[config.mk]
export PLATFORM = sky130hd
export DESIGN_NAME = col_buff_burst_ctrl
export DESIGN_NICKNAME = d
export VERILOG_FILES = /design/src/rtl/conv_buf_pkg.sv /design/src/rtl/rd_lat_pipe.sv /design/src/rtl/col_buff_burst_ctrl.sv
export SDC_FILE = /design/constraint.sdc
export NUM_CORES = 1
export LEC_CHECK = 0
export CELL_PAD_IN_SITES_DETAIL_PLACEMENT = 0
export CELL_PAD_IN_SITES_GLOBAL_PLACEMENT = 1
export CORE_MARGIN = 2
export CORE_UTILIZATION = 30
export CTS_CLUSTER_DIAMETER = 100
export DETAILED_ROUTE_END_ITERATION = 6
export PLACE_DENSITY_LB_ADDON = 0.12
export SYNTH_ARGS = -nofsm -noshare
export SYNTH_HDL_FRONTEND = slang
export SYNTH_SLANG_ARGS = --single-unit
[constraint.sdc]
create_clock -name i_clk -period 2.1 [get_ports i_clk]
set_input_delay 0.525 -clock i_clk [delete_from_list [all_inputs] [get_ports i_clk]]
set_output_delay 0.525 -clock i_clk [all_outputs]
set_load 0.005 [all_outputs]
[src/rtl/conv_buf_pkg.sv]
// Shared definitions for the column-buffer burst controller:
// FSM state encoding and a counter-width helper.
package conv_buf_pkg;

   typedef enum logic [1:0] {
      ST_IDLE  = 2'd0,
      ST_BURST = 2'd1,
      ST_DRAIN = 2'd2
   } state_t;

   // clog2 with a floor of one bit, so degenerate parameters (1 or 2)
   // still produce a legal vector width.
   function automatic int unsigned cb_width(input int unsigned n);
      return (n <= 2) ? 1 : $clog2(n);
   endfunction

endpackage

[src/rtl/rd_lat_pipe.sv]
// Delay line that carries the FIFO read strobe forward by LAT cycles so the
// shift-register enable lines up with the FIFO's read data. LAT=0 is a wire.
module rd_lat_pipe #(
   parameter int unsigned LAT = 1
) (
   input  logic i_clk,
   input  logic i_rst,
   input  logic i_d,
   output logic o_q
);

   if (LAT == 0) begin : g_pass
      // Clock and reset have no job in the passthrough build.
      logic w_unused;
      assign w_unused = ^{i_clk, i_rst};
      assign o_q      = i_d;
   end else if (LAT == 1) begin : g_one
      logic r_q;
      // Single register stage, cleared by reset.
      always_ff @(posedge i_clk) begin
         if (i_rst) r_q <= 1'b0;
         else       r_q <= i_d;
      end
      assign o_q = r_q;
   end else begin : g_many
      logic [LAT-1:0] r_pipe;
      // Shift register; the oldest sample leaves from the top bit.
      always_ff @(posedge i_clk) begin
         if (i_rst) r_pipe <= '0;
         else       r_pipe <= {r_pipe[LAT-2:0], i_d};
      end
      assign o_q = r_pipe[LAT-1];
   end

endmodule

[src/rtl/col_buff_burst_ctrl.sv]
// Column-buffer burst controller. Waits for enough pixels in the FIFO,
// reads one column (ROW pixels) per burst, produces the shift-register
// enable at the FIFO's read latency and tracks column/window progress.
module col_buff_burst_ctrl
   import conv_buf_pkg::*;
#(
   parameter int unsigned ROW          = 9,
   parameter int unsigned COL          = 3,
   parameter int unsigned W_ADDR       = 8,
   parameter int unsigned FIRST_THRESH = ROW * COL + 1,
   parameter int unsigned NEXT_THRESH  = ROW,
   parameter int unsigned RD_LAT       = 1
) (
   input  logic                     i_clk,
   input  logic                     i_rst,
   input  logic                     i_en,
   input  logic                     i_frame_start,
   input  logic                     i_fifo_empty,
   input  logic [W_ADDR:0]          occupants,
   input  logic                     i_stall,
   output logic                     o_read_enable,
   output logic                     sr_enable,
   output logic [cb_width(COL)-1:0] o_col_idx,
   output logic                     o_busy,
   output logic                     o_window_valid,
   output logic                     o_done
);

   localparam int unsigned W_OCC = W_ADDR + 1;
   localparam int unsigned W_ROW = cb_width(ROW + 1);
   localparam int unsigned W_COL = cb_width(COL);
   localparam int unsigned W_CNT = cb_width(COL + 1);

   localparam logic [W_OCC-1:0] FIRST_T  = W_OCC'(FIRST_THRESH);
   localparam logic [W_OCC-1:0] NEXT_T   = W_OCC'(NEXT_THRESH);
   localparam logic [W_ROW-1:0] ROW_L    = W_ROW'(ROW);
   localparam logic [W_ROW-1:0] ROW_LAST = W_ROW'(ROW - 1);
   localparam logic [W_COL-1:0] COL_LAST = W_COL'(COL - 1);
   localparam logic [W_CNT-1:0] COL_FULL = W_CNT'(COL);

   state_t           r_state;
   state_t           w_next;
   logic [W_ROW-1:0] r_row_cnt;
   logic [W_COL-1:0] r_col_idx;
   logic [W_CNT-1:0] r_cols_loaded;
   logic             r_first;
   logic             r_fs_pend;
   logic             r_done;
   logic             r_window;

   logic             w_rd;
   logic [W_OCC-1:0] w_thresh;
   logic             w_fs_any;
   logic [W_COL-1:0] w_col_nxt;
   logic [W_CNT-1:0] w_loaded_nxt;

   // The first burst of a frame must see a full window plus one pixel.
   assign w_thresh     = r_first ? FIRST_T : NEXT_T;
   assign w_fs_any     = r_fs_pend | i_frame_start;
   assign w_col_nxt    = (r_col_idx == COL_LAST) ? '0 : r_col_idx + 1'b1;
   assign w_loaded_nxt = (r_cols_loaded == COL_FULL) ? COL_FULL
                                                     : r_cols_loaded + 1'b1;

   // State register; reset wins over everything, including a live burst.
   // NOTE: sequential state uses non-blocking assignments so every register
   // samples pre-edge values regardless of block ordering.
   always_ff @(posedge i_clk) begin
      if (i_rst) r_state <= ST_IDLE;
      else       r_state <= w_next;
   end

   // Next-state and read-strobe decode. The read is combinational so it
   // issues in the same cycle the FIFO shows data and no back-pressure.
   // NOTE: every output of this block is defaulted first so no path leaves
   // a value unassigned, which would otherwise infer a latch.
   always_comb begin
      w_next = r_state;
      w_rd   = 1'b0;
      case (r_state)
         ST_IDLE: begin
            if (i_en && !i_fifo_empty && (occupants >= w_thresh))
               w_next = ST_BURST;
         end
         ST_BURST: begin
            w_rd = !i_fifo_empty && !i_stall && (r_row_cnt < ROW_L);
            if (w_rd && (r_row_cnt == ROW_LAST))
               w_next = ST_DRAIN;
         end
         ST_DRAIN: begin
            // Covers the single cycle of read latency; with RD_LAT=0 it
            // is simply one quiet cycle before bookkeeping.
            w_next = ST_IDLE;
         end
         default: w_next = ST_IDLE;
      endcase
   end

   // Burst bookkeeping: row count, column index, window fill, frame restart.
   always_ff @(posedge i_clk) begin
      if (i_rst) begin
         r_row_cnt     <= '0;
         r_col_idx     <= '0;
         r_cols_loaded <= '0;
         r_first       <= 1'b1;
         r_fs_pend     <= 1'b0;
         r_done        <= 1'b0;
         r_window      <= 1'b0;
      end else begin
         r_done   <= 1'b0;
         r_window <= 1'b0;
         case (r_state)
            ST_IDLE: begin
               if (i_frame_start) begin
                  r_col_idx     <= '0;
                  r_cols_loaded <= '0;
                  r_first       <= 1'b1;
               end
            end
            ST_BURST: begin
               // A frame start mid-burst waits until the burst retires.
               if (i_frame_start) r_fs_pend <= 1'b1;
               if (w_rd) begin
                  r_row_cnt <= r_row_cnt + 1'b1;
                  r_first   <= 1'b0;
               end
            end
            ST_DRAIN: begin
               r_done    <= 1'b1;
               r_row_cnt <= '0;
               r_fs_pend <= 1'b0;
               if (w_fs_any) begin
                  // Restarting the frame discards this burst's column and
                  // suppresses its window pulse.
                  r_col_idx     <= '0;
                  r_cols_loaded <= '0;
                  r_first       <= 1'b1;
               end else begin
                  r_col_idx     <= w_col_nxt;
                  r_cols_loaded <= w_loaded_nxt;
                  r_window      <= (w_loaded_nxt == COL_FULL);
               end
            end
            default: ;
         endcase
      end
   end

   rd_lat_pipe #(
      .LAT (RD_LAT)
   ) u_rd_lat_pipe (
      .i_clk (i_clk),
      .i_rst (i_rst),
      .i_d   (w_rd),
      .o_q   (sr_enable)
   );

   assign o_read_enable  = w_rd;
   assign o_busy         = (r_state != ST_IDLE);
   assign o_col_idx      = r_col_idx;
   assign o_done         = r_done;
   assign o_window_valid = r_window;

endmodule

After elaboration in Yosys (flattened, before gate mapping)
Index checks and enable logic that the tools add are counted.
- word-level logic and storage cells: 66
- flip-flop bits (word level): 15
- muxes and demuxes: 20
- add/subtract/negate cells: 3
- reduce and logical (&&, ||, !) cells: 18
- bitwise gates (word level): 2
- equal/unequal tests: 12
- $lt $le $gt $ge: 2
- operators by type and width (kind ; count):
    $mux W2 ; 7
    $pmux W2 S2 ; 3
    $ne A2 B2 Y1 const B ; 5
    $ge A9 B5 Y1 ; 1
    $eq A2 B2 Y1 const B ; 4
    $pmux W4 S2 ; 1
    $reduce_and A2 Y1 ; 4
    $reduce_bool A2 Y1 ; 3
    $logic_and A1 B1 Y1 ; 5
    $mux W1 ; 5
    $mux W5 ; 1
    $add A2 B1 Y2 const B ; 2
    $add A4 B1 Y4 const B ; 1
    $eq A4 B4 Y1 const B ; 1
    $lt A4 B4 Y1 const B ; 1
    $mux W4 ; 1
    $reduce_and A4 Y1 ; 1
    $pmux W1 S3 ; 1
    $reduce_bool A3 Y1 ; 1
    $reduce_or A3 Y1 ; 1
    $eq A2 B1 Y1 const B ; 1
    $logic_not A1 Y1 ; 2
    $logic_not A2 Y1 ; 1
    $ne A2 B1 Y1 const B ; 1
    other kinds (3) ; 3

Depth between registers and ports, before layout
Gate-level depths: netlist of run 1.
- depth in word-level cells: 6
- mapped depth: 6
- gate-level depth less buffers: 6

Cells and area by module
Synthesis of run 1 repeated with hierarchy kept, for this count alone.
- cells, all modules: 84
- area total of the unflattened synthesis: 730.7 µm²
- by module, submodules not included (module ; area an instance (µm²) ; instances ; cells each ; seq. area each (µm²)):
    col_buff_burst_ctrl ; 696.9 ; 1 ; 82 ; 280.3
    rd_lat_pipe ; 33.8 ; 1 ; 2 ; 20.0

Least setup slack after synthesis of run 1
Ideal clock, no wire load.
- kind: reg2out
- start point: register r_row_cnt[0]
- end point: output o_read_enable
- cell stages (with the launch flop): 6
- buffers on the path: 0
- setup slack: 0.434 ns
- arrival time: 1.141 ns
- path through: dfxtp_1 inv_1 ha_1 nor2b_1 o21ai_1 inv_1
- word-level cells in the longest chain between the ends: 3
- ends and longest elaborated chain (item ; RTL line ; text):
    start, declared ; col_buff_burst_ctrl.sv:43 ; logic [W_ROW-1:0] r_row_cnt;
    start signal, assigned ; col_buff_burst_ctrl.sv:123 ; r_row_cnt <= r_row_cnt + 1'b1;
    $lt A4 B4 Y1 ; col_buff_burst_ctrl.sv:85 ; w_rd = !i_fifo_empty && !i_stall && (r_row_cnt < ROW_L);
    $logic_and A1 B1 Y1 ; col_buff_burst_ctrl.sv:85 ;
    $mux W1 ; col_buff_burst_ctrl.sv:79 ; case (r_state)
    end, declared ; col_buff_burst_ctrl.sv:21 ; output logic o_read_enable,
Every way passes these cells.

Worst setup path after layout of run 1
- start point: input i_stall
- end point: output o_read_enable
- word-level cells in the longest chain between the ends: 4
- ends and longest elaborated chain (item ; RTL line ; text):
    start, declared ; col_buff_burst_ctrl.sv:20 ; input logic i_stall,
    $logic_not A1 Y1 ; col_buff_burst_ctrl.sv:85 ;
    $logic_and A1 B1 Y1 (2 in a row) ; col_buff_burst_ctrl.sv:85 ;
    $mux W1 ; col_buff_burst_ctrl.sv:79 ;
Every way passes these cells.

==> impl_metrics.env, run 1 <==
export IMPL_fp_dieArea_um2=2990
export IMPL_tritoncts="done"
export IMPL_async_reset_ff_frac=0
export IMPL_drt_vias_per_instance=4.89
export IMPL_post_synth_mux_area_share=0.0130
export IMPL_crit_path_top_delay_cell="nor4b_4"
export IMPL_synth_xor_area_frac=0.0114
export IMPL_clock_network_fraction_of_design_power=0.309
export IMPL_clock_tree_htree_level_count=1
export IMPL_power_combinational_fraction=0.149
export IMPL_timing_worst_slew_pin_value_ps=311
export IMPL_cts_max_path_buffers=2
export IMPL_timing_rr_end="r_state[0]"
export IMPL_report_final_slew_viol_count=0
export IMPL_setup_worst_path_start_class="input pin"
export IMPL_finalHoldWorstSlack_ps=471
export IMPL_numClockSinks=15
export IMPL_hold_path_end="r_first"
export IMPL_worstPathBufferInverterCount=3
export IMPL_critical_path_endpoint_type="primary output"
export IMPL_final_min_clock_period_ps=2030
export IMPL_period_share=0.966
export IMPL_dieWidth_um=54.7
export IMPL_fmax_mhz=493
export IMPL_complex_gate_fraction_of_the_synthesized_area=0.161
export IMPL_clk_transition_reported_paths_ps=90
export IMPL_cpMostUsedCell="dlygate4sd2_1"
export IMPL_kind_of_cell_with_the_highest_combined_delay_on_the_critical_path="buffers and inverters"
export IMPL_register_area_um2=303
export IMPL_coreArea_um2=2450
export IMPL_synth_ff_latch_count=15
export IMPL_detail_route_antenna_nets=0
export IMPL_power_static_leakage_nw=0.472
export IMPL_most_frequently_used_flop_master_after_synthesis="dfxtp_1"
export IMPL_first_global_vias=690
export IMPL_synth_area_per_cell_um2=8.96
export IMPL_outcome="finished, final reports clean"
export IMPL_synth_adder_area_share=0.0812
export IMPL_power_report_internal_total_mw=0.408
export IMPL_port_buffers=21
export IMPL_cts_buffers_inserted=3
export IMPL_p_sw_frac=0.245
export IMPL_routed_wire_length_per_instance_um=11.6
export IMPL_cp_arrival_ps=1500
export IMPL_hold_path_depth=1
export IMPL_global_route_wire_length_before_repair_mm=2.84
export IMPL_detail_route_iter0_violations=2
export IMPL_clk_insertion_delay_late_ps=290
export IMPL_first_pass_iters=3
export IMPL_mostFrequentLayoutCell="clkdlybuf4s50_1"
export IMPL_post_route_drc_count=0
export IMPL_worstRegToRegCells=5
export IMPL_routabilityCongestion=0.815
export IMPL_most_common_layout_cells="clkdlybuf4s50_1 (17), dfxtp_1 (13), nor2_1 (10)"
export IMPL_synth_seq_area_share=0.390
export IMPL_worst_slew_margin_rel=0.792
export IMPL_regToRegStartpoint="r_first"
export IMPL_setup_violations=0
export IMPL_multiInputGateArea_um2=444
export IMPL_worst_setup_path_type="input pin to primary output"
export IMPL_cap_violations=0
export IMPL_worst_clock_skew_ps=11.4
export IMPL_floorplan_die_height_um=54.7
export IMPL_nNetsFinal=138
export IMPL_timing_reg2reg_setup_slack_ps=580
export IMPL_post_synth_inst_count=86
export IMPL_yosys_area_share_simple=0.291
export IMPL_post_route_cells_drive_above_1_share=0.197
export IMPL_worstHoldStart="r_first"
export IMPL_numPlacedInstances=142
export IMPL_power_per_cell_area_nw_per_um2=486
export IMPL_initial_antenna_violation_count=0
export IMPL_min_delay_path_class="flop to flop"
export IMPL_post_synth_net_total=106
export IMPL_synth_warning_count=0
export IMPL_grt_overflow_total=0
export IMPL_synth_enable_flop_cells=0
export IMPL_syn_cell_area_um2=771
export IMPL_overall_global_routing_resource_usage=0.132
export IMPL_timing_critical_path_slowest_cell_delay_ps=320
export IMPL_initial_core_util=0.314
export IMPL_place_detailed_hpwl_mm=1.32
export IMPL_layout_cells_non_filler=147
export IMPL_ir_worst_vdd_uv=451
export IMPL_synth_cell_types=36
export IMPL_cts_root_buffer_cell="clkbuf_4"
export IMPL_worst_ep_required_time_ps=1570
export IMPL_via_count=719
export IMPL_boundaryPins=22
export IMPL_sequential_power_share=0.542
export IMPL_synthToLayoutAreaGrowth_pct=44.2
export IMPL_timing_critical_path_cells="dlygate4sd2_1, nor4b_4, o21ai_2, inv_1, dlygate4sd2_1"
export IMPL_nFillCells=257
export IMPL_final_hold_violation_count=0
export IMPL_num_antenna_cells=0
export IMPL_routed_wirelength_mm=1.71
export IMPL_fp_row_count=18
export IMPL_synth_top_family_by_area="simple AND/OR/NAND/NOR gates"
export IMPL_critical_path_peak_fanout=3
export IMPL_maximum_number_of_pins_on_one_net_before_global_route_repair=13
export IMPL_switching_power_mw=0.132
[power by group through the flow]
stage | Clock (mW) | Combinational, mW | Sequential, mW
6_report | 0.167 | 0.0802 | 0.293
5_1_grt | 0.188 | 0.0885 | 0.294
4_1_cts | 0.172 | 0.0790 | 0.292
3_5_place_dp | 0 | 0.0797 | 0.299
3_3_place_gp | 0 | 0.0786 | 0.299
2_1_floorplan | 0 | 0.0296 | 0.299
[sequential cells by signal (all words and copies together), names as in the netlist]
register           flops
o_col_idx              2
o_done                 1
o_window_valid         1
r_cols_loaded          2
r_first                1
r_fs_pend              1
r_row_cnt              4
r_state                2
u_rd_lat_pipe.o_q      1
[worst reg2reg max path, stage by stage, from the launching register on]
cell and delay [ps]:
dfxtp_1 340, inv_1 80, ha_1 170, or4_1 520, nor3_1 190, o21ai_0 100
[cells in the mapped netlist (2+ instances only)]
master | count | share of area
dfxtp_1 | 15 | 0.39
nor2_1 | 10 | 0.049
inv_1 | 6 | 0.029
a21oi_1 | 5 | 0.032
ha_1 | 5 | 0.081
nor3_1 | 5 | 0.032
nand2_1 | 3 | 0.015
o21ai_0 | 3 | 0.019
clkbuf_1 | 2 | 0.0097
nand2b_1 | 2 | 0.016
nand2b_4 | 2 | 0.036
nand3_1 | 2 | 0.013
nor2b_1 | 2 | 0.016
o211ai_1 | 2 | 0.019
[how the worst max path moves through the flow]
stage,from,to,slack (ps),cells after the start
2_1_floorplan,r_row_cnt[0],o_read_enable,430,5
3_3_place_gp,i_stall,o_read_enable,-430,5
3_5_place_dp,i_stall,o_read_enable,-430,5
4_1_cts,i_stall,o_read_enable,20,5
5_1_grt,i_stall,o_read_enable,-9,5
6_report,i_stall,o_read_enable,70,5
[kinds of logic after synthesis]
kind of cell	count (synthesis)
buffers and inverters	9
XOR/XNOR	1
flip-flops	15
multiplexers	1
AO/OA/AOI/OAI	19
AND/OR/NAND/NOR	36
adder cells (fa/ha/maj)	5
[cell type report]
cell class	instances	share of cell area
well taps	30	0.0338
repair buffers	30	0.249
multi-input cells	62	0.400
clock inverters	1	0.00450
clock buffers	3	0.0203
inverters	6	0.0203
flip-flops and latches	15	0.273
[per-stage QoR]
step / setup WS, ps / power (mW) / cell area, um2 / TNS, ps / util
final: 70.4 / 0.540 / 1110 / 0 / 0.453
after global routing: -9.29 / 0.571 / 1110 / -9.29 / 0.453
after CTS: 17.3 / 0.543 / 1090 / 0 / 0.444
after detailed placement: -433 / 0.379 / 1060 / -433 / 0.432
after global placement: -433 / 0.378 / 1060 / -433 / 0.432
after floorplan: 434 / 0.328 / 771 / 0 / -
[per-layer routing]
metal  GRT usage  part of all wire  up-vias
met1       0.142              0.47      333
met3      0.0492             0.050        2
met2       0.244              0.47       14
li1            -                 -      370
met4      0.0250            0.0076        0
met5           0                 0        -
[timing repair]
action                                 4_1_cts  5_1_grt
endpoints found under the hold margin        0        0
setup endpoints to repair                    1        2
buffers inserted                             1        0
resized for setup                            3        6
hold buffers                                 0        0
pin swaps                                    1        1
gates cloned                                 0        0
(Power assumes the default switching activity.)
==> run 2, diff against run 1 <==
SYNTH_HIERARCHICAL = 1   (was default)
==> impl_metrics.env, run 2 <==
export IMPL_tritoncts="done"
export IMPL_port_buffers=21
export IMPL_fp_dieArea_um2=2850
export IMPL_dieWidth_um=53.4
export IMPL_unrepaired_setup_endpoints_after_global_routing="false"
export IMPL_worst_slew_margin_rel=0.731
export IMPL_worst_ep_required_time_ps=1570
export IMPL_synth_area_per_cell_um2=8.70
export IMPL_synth_enable_flop_cells=0
export IMPL_post_synth_net_total=104
export IMPL_numClockSinks=15
export IMPL_report_final_slew_viol_count=0
export IMPL_synth_cell_types=29
export IMPL_routed_wire_length_per_instance_um=10.3
export IMPL_via_count=699
export IMPL_syn_cell_area_um2=731
export IMPL_min_delay_path_class="flop to flop"
export IMPL_post_route_cell_area_um2=1150
export IMPL_final_min_clock_period_ps=2000
export IMPL_first_global_vias=657
export IMPL_drt_vias_per_instance=4.57
export IMPL_clock_tree_htree_level_count=1
export IMPL_timing_critical_path_cells="dlygate4sd2_1, nor4b_4, o21ai_2, inv_2, dlygate4sd2_1"
export IMPL_synthToLayoutAreaGrowth_pct=57.7
export IMPL_power_report_internal_total_mw=0.416
export IMPL_async_reset_ff_frac=0
export IMPL_worst_clock_skew_ps=2.28
export IMPL_synth_warning_count=6
export IMPL_floorplan_die_height_um=53.4
export IMPL_most_common_layout_cells="clkdlybuf4s50_1 (17), buf_4 (16), nor2_1 (14)"
export IMPL_first_pass_iters=3
export IMPL_cts_max_path_buffers=2
export IMPL_final_hold_violation_count=0
export IMPL_cp_arrival_ps=1480
export IMPL_post_synth_inst_count=84
export IMPL_kind_of_cell_with_the_highest_combined_delay_on_the_critical_path="buffers and inverters"
export IMPL_boundaryPins=22
export IMPL_power_static_leakage_nw=0.515
export IMPL_fmax_mhz=500
export IMPL_initial_core_util=0.324
export IMPL_outcome="finished, final reports clean"
export IMPL_nNetsFinal=146
export IMPL_clk_transition_reported_paths_ps=90
export IMPL_detail_route_antenna_nets=0
export IMPL_ir_worst_vdd_uv=213
export IMPL_initial_antenna_violation_count=0
export IMPL_cts_root_buffer_cell="clkbuf_4"
export IMPL_routed_wirelength_mm=1.57
export IMPL_cts_buffers_inserted=3
export IMPL_most_frequently_used_flop_master_after_synthesis="dfxtp_1"
export IMPL_worstPathBufferInverterCount=3
export IMPL_synth_seq_area_share=0.411
export IMPL_cpMostUsedCell="dlygate4sd2_1"
export IMPL_grt_overflow_total=0
export IMPL_synth_common_cells="dfxtp_1 (15), nor2_1 (14), inv_1 (8)"
export IMPL_timing_critical_path_slowest_cell_delay_ps=290
export IMPL_power_per_cell_area_nw_per_um2=476
export IMPL_synth_area_top_cells="dfxtp_1 (41%), ha_1 (8.6%), nor2_1 (7.2%), a21oi_1 (4.1%), inv_1 (4.1%)"
export IMPL_critical_path_endpoint_type="primary output"
export IMPL_routabilityCongestion=0.730
export IMPL_post_route_cells_drive_above_1_share=0.296
export IMPL_post_synth_top_count_cell="dfxtp_1"
export IMPL_critical_path_peak_fanout=2
export IMPL_synth_ff_latch_count=15
export IMPL_p_sw_frac=0.242
export IMPL_tns_ps=0
export IMPL_sequential_power_share=0.534
export IMPL_num_antenna_cells=0
export IMPL_clk_insertion_delay_late_ps=280
export IMPL_switching_power_mw=0.133
export IMPL_power_combinational_fraction=0.163
export IMPL_detail_route_iter0_violations=11
export IMPL_mostFrequentLayoutCell="clkdlybuf4s50_1"
export IMPL_cts_hold_buf=0
export IMPL_maximum_number_of_pins_on_one_net_before_global_route_repair=11
export IMPL_largest_register_ffs=4
export IMPL_max_flop_register="r_row_cnt"
export IMPL_global_route_wire_length_before_repair_mm=2.78
export IMPL_clock_network_fraction_of_design_power=0.304
export IMPL_timing_reg2reg_setup_slack_ps=140
export IMPL_placed_instance_area_um2=1030
export IMPL_setup_worst_path_start_class="input pin"
export IMPL_setup_violations=0
export IMPL_post_synth_top_area_cell="dfxtp_1"
export IMPL_fp_row_count=17
export IMPL_place_detailed_hpwl_mm=1.19
export IMPL_overall_global_routing_resource_usage=0.139
export IMPL_synth_top_area_frac=0.411
export IMPL_worst_setup_path_type="input pin to primary output"
export IMPL_coreArea_um2=2250
export IMPL_cap_violations=0
export IMPL_crit_path_top_delay_cell="nor4b_4"
export IMPL_period_share=0.953
export IMPL_post_route_drc_count=0
export IMPL_timing_worst_slew_pin_value_ps=403
[run 2: kinds of logic (layout without fill, tap and decap cells)]
group,count (synthesis),in the layout,share of synthesized area
XOR/XNOR,1,1,0.0120
adder cells (fa/ha/maj),5,5,0.0856
flip-flops,15,15,0.411
buffers and inverters,9,50,0.0462
AND/OR/NAND/NOR,39,39,0.303
multiplexers,1,1,0.0205
AO/OA/AOI/OAI,14,14,0.122
[run 2: tightest hold or removal path: stages (launching register included)]
cell and delay (ps):
dfxtp_1 320, nand2_1 50, a21oi_1 50
[run 2: timing repair]
action | CTS | global route
endpoints found under the setup margin | 1 | 4
setup buffers | 7 | 3
pin swaps | 1 | 4
gates resized for setup | 7 | 7
[run 2: metrics by stage]
stage / worst slack, ps / instances / utilization / hold slack [ps] / power, mW
final: 98.2 / 153 / 0.511 / 457 / 0.548
after global routing: 9.88 / 153 / 0.511 / 480 / 0.589
after CTS: -8.42 / 151 / 0.496 / 460 / 0.560
after detailed placement: -392 / 140 / 0.458 / 446 / 0.383
after global placement: -371 / 140 / 0.458 / 443 / 0.382
after floorplan: 548 / 84 / - / 436 / 0.330
[run 2: worst paths after layout]
kind,startpoint,end,cells after the start
setup / recovery,i_fifo_empty,o_read_enable,5
setup reg to reg,r_row_cnt[1],r_row_cnt[3],14
hold / removal,r_cols_loaded[0],r_cols_loaded[0],2
hold reg to reg,r_cols_loaded[0],r_cols_loaded[0],2
[run 2: final cells by class]
cell class | count | area (um2)
Inverter | 8 | 30.0
Clock buffer | 3 | 22.5
Timing Repair Buffer | 38 | 340
Sequential cell | 15 | 303
Multi-Input combinational cell | 60 | 417
Tap cell | 28 | 35.0
Clock inverter | 1 | 5.00
Fill cell | 231 | 1100
[run 2: power groups by stage]
stage	logic, mW	clock network (mW)	registers, mW
after floorplan	0.0300	0	0.300
after global placement	0.0830	0	0.299
after detailed placement	0.0836	0	0.299
after CTS	0.0886	0.179	0.293
after global routing	0.0984	0.197	0.294
final	0.0891	0.167	0.293
[run 2: routing by layer]
metal	global-route usage	share of wire
met2	0.222	0.48
met3	0.0395	0.060
met4	0.0897	0.011
met5	0	0
met1	0.161	0.45
==> run 3, diff against run 2 <==
ABC_AREA = 1   (was default)
CELL_PAD_IN_SITES_DETAIL_PLACEMENT = 2   (was 0)
CELL_PAD_IN_SITES_GLOBAL_PLACEMENT = 2   (was 1)
CORE_UTILIZATION = 24   (was 30)
PLACE_DENSITY_LB_ADDON = 0.1   (was 0.12)
==> impl_metrics.env, run 3 <==
export IMPL_outcome="finished, final reports clean"
export IMPL_syn_cell_area_um2=777
export IMPL_post_synth_inst_count=109
export IMPL_synthToLayoutAreaGrowth_pct=41.7
export IMPL_synth_common_cells="inv_1 (21), nand2_1 (21), dfxtp_1 (15)"
export IMPL_routabilityCongestion=0.710
export IMPL_fp_row_count=20
export IMPL_clk_insertion_delay_late_ps=280
export IMPL_cts_buffers_inserted=3
export IMPL_final_hold_violation_count=0
export IMPL_detail_route_iter0_violations=25
export IMPL_worst_slew_margin_rel=0.837
export IMPL_post_synth_top_area_cell="dfxtp_1"
export IMPL_place_detailed_hpwl_mm=1.73
export IMPL_timing_worst_slew_pin_value_ps=242
export IMPL_mostFrequentLayoutCell="clkdlybuf4s50_1"
export IMPL_synth_seq_area_share=0.386
export IMPL_synth_warning_count=6
export IMPL_coreArea_um2=3080
export IMPL_power_static_leakage_nw=0.487
export IMPL_cts_root_buffer_cell="clkbuf_4"
export IMPL_max_flop_register="r_row_cnt"
export IMPL_synth_enable_flop_cells=0
export IMPL_drt_vias_per_instance=4.16
export IMPL_ir_worst_vdd_uv=269
export IMPL_post_route_drc_count=0
export IMPL_worst_clock_skew_ps=3.33
export IMPL_dieWidth_um=60.9
export IMPL_grt_overflow_total=0
export IMPL_largest_register_ffs=4
export IMPL_routed_wirelength_mm=2.04
export IMPL_fp_dieArea_um2=3710
export IMPL_async_reset_ff_frac=0
export IMPL_worst_setup_path_type="input pin to primary output"
export IMPL_tns_ps=0
export IMPL_synth_area_per_cell_um2=7.13
export IMPL_clk_transition_reported_paths_ps=90
export IMPL_min_delay_path_class="flop to flop"
export IMPL_post_route_cells_drive_above_1_share=0.174
export IMPL_global_route_wire_length_before_repair_mm=3.65
export IMPL_most_frequently_used_flop_master_after_synthesis="dfxtp_1"
export IMPL_synth_ff_latch_count=15
export IMPL_period_share=0.924
export IMPL_synth_area_top_cells="dfxtp_1 (39%), inv_1 (10%), nand2_1 (10%), ha_1 (8.1%), nor2_1 (6.8%)"
export IMPL_numPlacedInstances=178
export IMPL_synth_cell_types=21
export IMPL_cp_arrival_ps=1420
export IMPL_overall_global_routing_resource_usage=0.136
export IMPL_setup_worst_path_start_class="input pin"
export IMPL_cts_max_path_buffers=2
export IMPL_clock_tree_htree_level_count=1
export IMPL_tritoncts="done"
export IMPL_worst_ep_required_time_ps=1570
export IMPL_worstRegToRegCells=9
export IMPL_hold_path_depth=2
export IMPL_detail_route_antenna_nets=0
export IMPL_num_antenna_cells=0
export IMPL_floorplan_die_height_um=60.9
export IMPL_via_count=757
export IMPL_boundaryPins=22
export IMPL_port_buffers=21
export IMPL_post_synth_net_total=129
export IMPL_first_pass_iters=3
export IMPL_routed_wire_length_per_instance_um=11.2
export IMPL_initial_core_util=0.252
export IMPL_synth_top_area_frac=0.386
export IMPL_numClockSinks=15
export IMPL_critical_path_peak_fanout=4
export IMPL_first_global_vias=831
export IMPL_power_per_cell_area_nw_per_um2=489
export IMPL_layout_cells_non_filler=182
export IMPL_report_final_slew_viol_count=0
export IMPL_most_common_layout_cells="clkdlybuf4s50_1 (20), inv_1 (19), nand2_1 (19)"
export IMPL_initial_antenna_violation_count=0
export IMPL_setup_violations=0
export IMPL_maximum_number_of_pins_on_one_net_before_global_route_repair=9
export IMPL_nNetsFinal=159
export IMPL_critical_path_endpoint_type="primary output"
export IMPL_cap_violations=0
export IMPL_cts_setup_buffers=0
export IMPL_fmax_mhz=515
export IMPL_final_min_clock_period_ps=1940
export IMPL_unrepaired_setup_endpoints_after_global_routing="false"
## run 3: kinds of logic after synthesis
logic type               share of synthesized area
AND/OR/NAND/NOR                              0.312
buffers and inverters                        0.118
flip-flops                                   0.386
AO/OA/AOI/OAI                                0.103
adder cells (fa/ha/maj)                     0.0805
## run 3: per-stage QoR
step | utilization | setup slack, ps | power [mW] | area (um2) | hold slack (ps)
4_1_cts | 0.359 | 15.1 | 0.554 | 1100 | 506
3_3_place_gp | 0.349 | -256 | 0.376 | 1070 | 453
5_1_grt | 0.358 | 90.9 | 0.574 | 1100 | 528
3_5_place_dp | 0.349 | -274 | 0.379 | 1070 | 488
6_report | 0.358 | 159 | 0.539 | 1100 | 500
2_1_floorplan | - | 649 | 0.332 | 777 | 444
## run 3: critical path, cell delays in order
cell and delay [ps]:
clkdlybuf4s50_1 420, inv_2 70, nand2_2 60, nor2_4 100
nand2_4 70, inv_2 60, clkbuf_2 100
## run 3: per-layer routing
layer,wire length [um],vias up,share of wire,GRT usage
met4,13,0,0.0064,0.0373
li1,-,390,-,-
met2,1030,9,0.50,0.232
met1,939,356,0.46,0.163
met5,0,-,0,0
met3,63,2,0.031,0.0448
## run 3: path summary, 6_finish.rpt
path	start	slack, ps	end
setup / recovery	i_fifo_empty	160	o_read_enable
hold / removal	o_col_idx[0]	500	o_col_idx[0]
setup reg to reg	r_row_cnt[0]	780	r_row_cnt[3]
hold reg to reg	o_col_idx[0]	500	o_col_idx[0]
## run 3: what timing repair did
item / 4_1_cts / 5_1_grt
hold buffers: 0 / 0
gates resized for setup: 5 / 2
endpoints found under the setup margin: 1 / 1
pin swaps: 1 / 1
## run 3: area by class of cell
type                       instances  area (um2)
clock buffer                       4        26.3
fill                             382        1980
multi-input combinational         70         390
inverter                          23        86.3
tap                               44        55.1
sequential                        15         300
timing repair buffer              26         243
## run 3: where the power goes
group | internal, mW | total, mW | switching, mW
sequential | 0.288 | 0.290 | 0.00226
combinational | 0.0443 | 0.0811 | 0.0368
clock | 0.0738 | 0.167 | 0.0937
==> variant, RTL diff (flow settings as in run 2) <==
Make the reset (`i_rst`) asynchronous in 4 clocked blocks.
--- a/src/rtl/rd_lat_pipe.sv
+++ b/src/rtl/rd_lat_pipe.sv
@@ -17,7 +17,7 @@
    end else if (LAT == 1) begin : g_one
       logic r_q;
       // Single register stage, cleared by reset.
-      always_ff @(posedge i_clk) begin
+      always_ff @(posedge i_clk or posedge i_rst) begin
          if (i_rst) r_q <= 1'b0;
          else       r_q <= i_d;
       end
@@ -25,7 +25,7 @@
    end else begin : g_many
       logic [LAT-1:0] r_pipe;
       // Shift register; the oldest sample leaves from the top bit.
-      always_ff @(posedge i_clk) begin
+      always_ff @(posedge i_clk or posedge i_rst) begin
          if (i_rst) r_pipe <= '0;
          else       r_pipe <= {r_pipe[LAT-2:0], i_d};
       end
--- a/src/rtl/col_buff_burst_ctrl.sv
+++ b/src/rtl/col_buff_burst_ctrl.sv
@@ -64,7 +64,7 @@
    // State register; reset wins over everything, including a live burst.
    // NOTE: sequential state uses non-blocking assignments so every register
    // samples pre-edge values regardless of block ordering.
-   always_ff @(posedge i_clk) begin
+   always_ff @(posedge i_clk or posedge i_rst) begin
       if (i_rst) r_state <= ST_IDLE;
       else       r_state <= w_next;
    end
@@ -96,7 +96,7 @@
    end
 
    // Burst bookkeeping: row count, column index, window fill, frame restart.
-   always_ff @(posedge i_clk) begin
+   always_ff @(posedge i_clk or posedge i_rst) begin
       if (i_rst) begin
          r_row_cnt     <= '0;
          r_col_idx     <= '0;
Check against the original RTL: differs if i_rst is asserted again (counterexample within 4 cycles, from zero or initial values and one cycle with i_rst high); with i_rst held inactive, the same outputs for 10 cycles.
==> variant against run 2 <==
- register-to-register slack better by 0.35 ns
- design area decreased by 5.5%
- core utilization is 6.8 points lower
- worst setup slack got worse by 0.050 ns
- area after synthesis rose by 5.3%
- worst hold slack got worse by 0.059 ns
- largest power group unchanged
- power fell by 1.3%
- wire length fell by 1.6%
- sequential cell count did not move
==> variant: results (changes against run 2) <==
[grt]
grt_pass1_wl_um = 2573  ; -7.4%
met3_usage = 0.04918  ; +0.009632
use_met2 = 0.1984  ; -0.02381
track_usage = 0.1227  ; -0.01661
grt_max_degree = 15  ; +4
grtUsageMet1 = 0.1532  ; -0.007485

[min_path]
min_path_type = primary input to asynchronous set/reset pin

[final_layout]
antenna_cells = 0  ; unchanged
area_growth_pct = 41.46
buf_share = 0.2345  ; -0.06085
drive_gt1_frac = 0.1600  ; -0.1360
seq_share = 0.3460  ; +0.08322
signal_buffers = 27  ; -29%
inverters = 10  ; +2
seqCellArea_um2 = 376.6  ; +24%
n_fill_cell = 229  ; -0.87%
seq_cell_count = 15  ; unchanged
final_util = 0.4434  ; -0.06767
nClkBuffers = 4  ; +1
nNetsFinal = 121  ; -17%
multi_input_area_share = 0.3264  ; -0.03512
nMultiInputCombCells = 44  ; -27%

[routing]
routed-wl-met3_um = 89  ; -5.3%
wl_met1_um = 709  ; unchanged
drt-total-wl_um = 1546  ; -1.6%
route.vias.total = 606  ; -13%
drtIter0Drc = 12  ; +1
wl_met2_um = 731  ; -2.3%
highest_layer = met4

[timing]
finalClockSkew_ns = 0.0009176  ; -0.001361 ns
min_period_ns = 2.052  ; +0.04986 ns
whs_ns = 0.3985  ; -0.05866 ns
tightest_slew_ns = 0.5219  ; +0.1193 ns

[worst_setup_path]
rr_worst_depth = 5  ; -9
r2r_start = r_first
crit_start = i_stall
reg2reg_slack_ns = 0.49  ; +0.35 ns
crit-reg2reg-capture = r_state[0]

[logic_synthesis]
yosys-top-cells-count = dfrtp_1 (14), inv_1 (9), ha_1 (5), nor2_1 (5)
yosysSeqAreaShare = 0.4894  ; +0.07847
yosys-top-cells-area = dfrtp_1 (46%), ha_1 (8.1%), inv_1 (4.4%)
async_reset_ff_frac = 1.000  ; +1.000
synth_flop_cell = dfrtp_1

[place]
post-place-ws_ns = -0.4739  ; -0.08156 ns
placed_cells = 125  ; -11%
placed_area_um2 = 1055  ; +2.2%
dp_hpwl_um = 1225  ; +3.4%
finalWeightedCongestion = 0.7469  ; +2.3%

[status]
status = complete, no violations

[pwr]
p_leak_uw = 0.0004923  ; -4.3%
vdd_drop_max_mv = 0.2788  ; +31%

==> variant: cell types whose count changed after synthesis, moves of 3 or more <==
cell | before | now
nand2_1 | 6 | 1
dfxtp_1 | 15 | 0
nor2_1 | 14 | 5
dfrtp_1 | 0 | 14
a21oi_1 | 6 | 3
nand3_1 | 4 | 0
==> variant: power breakdown <==
group          internal [uW]  switching [uW]  leakage, uW  total (uW)
registers                293            2.57     0.000181         295
clock network           73.6            87.1    0.0000150         161
logic                   53.7            31.7     0.000296        85.5
==> variant: cells by family (layout without fill, tap and decap cells) <==
group / after synthesis / after routing / synth area share
buf+inv: 10 / 41 / 0.04877
simple gates: 19 / 19 / 0.1756
compound gates: 17 / 17 / 0.1594
fa+ha+maj: 5 / 5 / 0.08130
flops: 15 / 15 / 0.4894
mux: 3 / 3 / 0.04552
==> variant: repair_timing <==
action | in CTS | in global routing
pin swaps | 1 | 1
setup endpoints to repair | 1 | 2
hold endpoints to repair | 0 | 0
buffers inserted | 0 | 1
gates resized for setup | 4 | 1
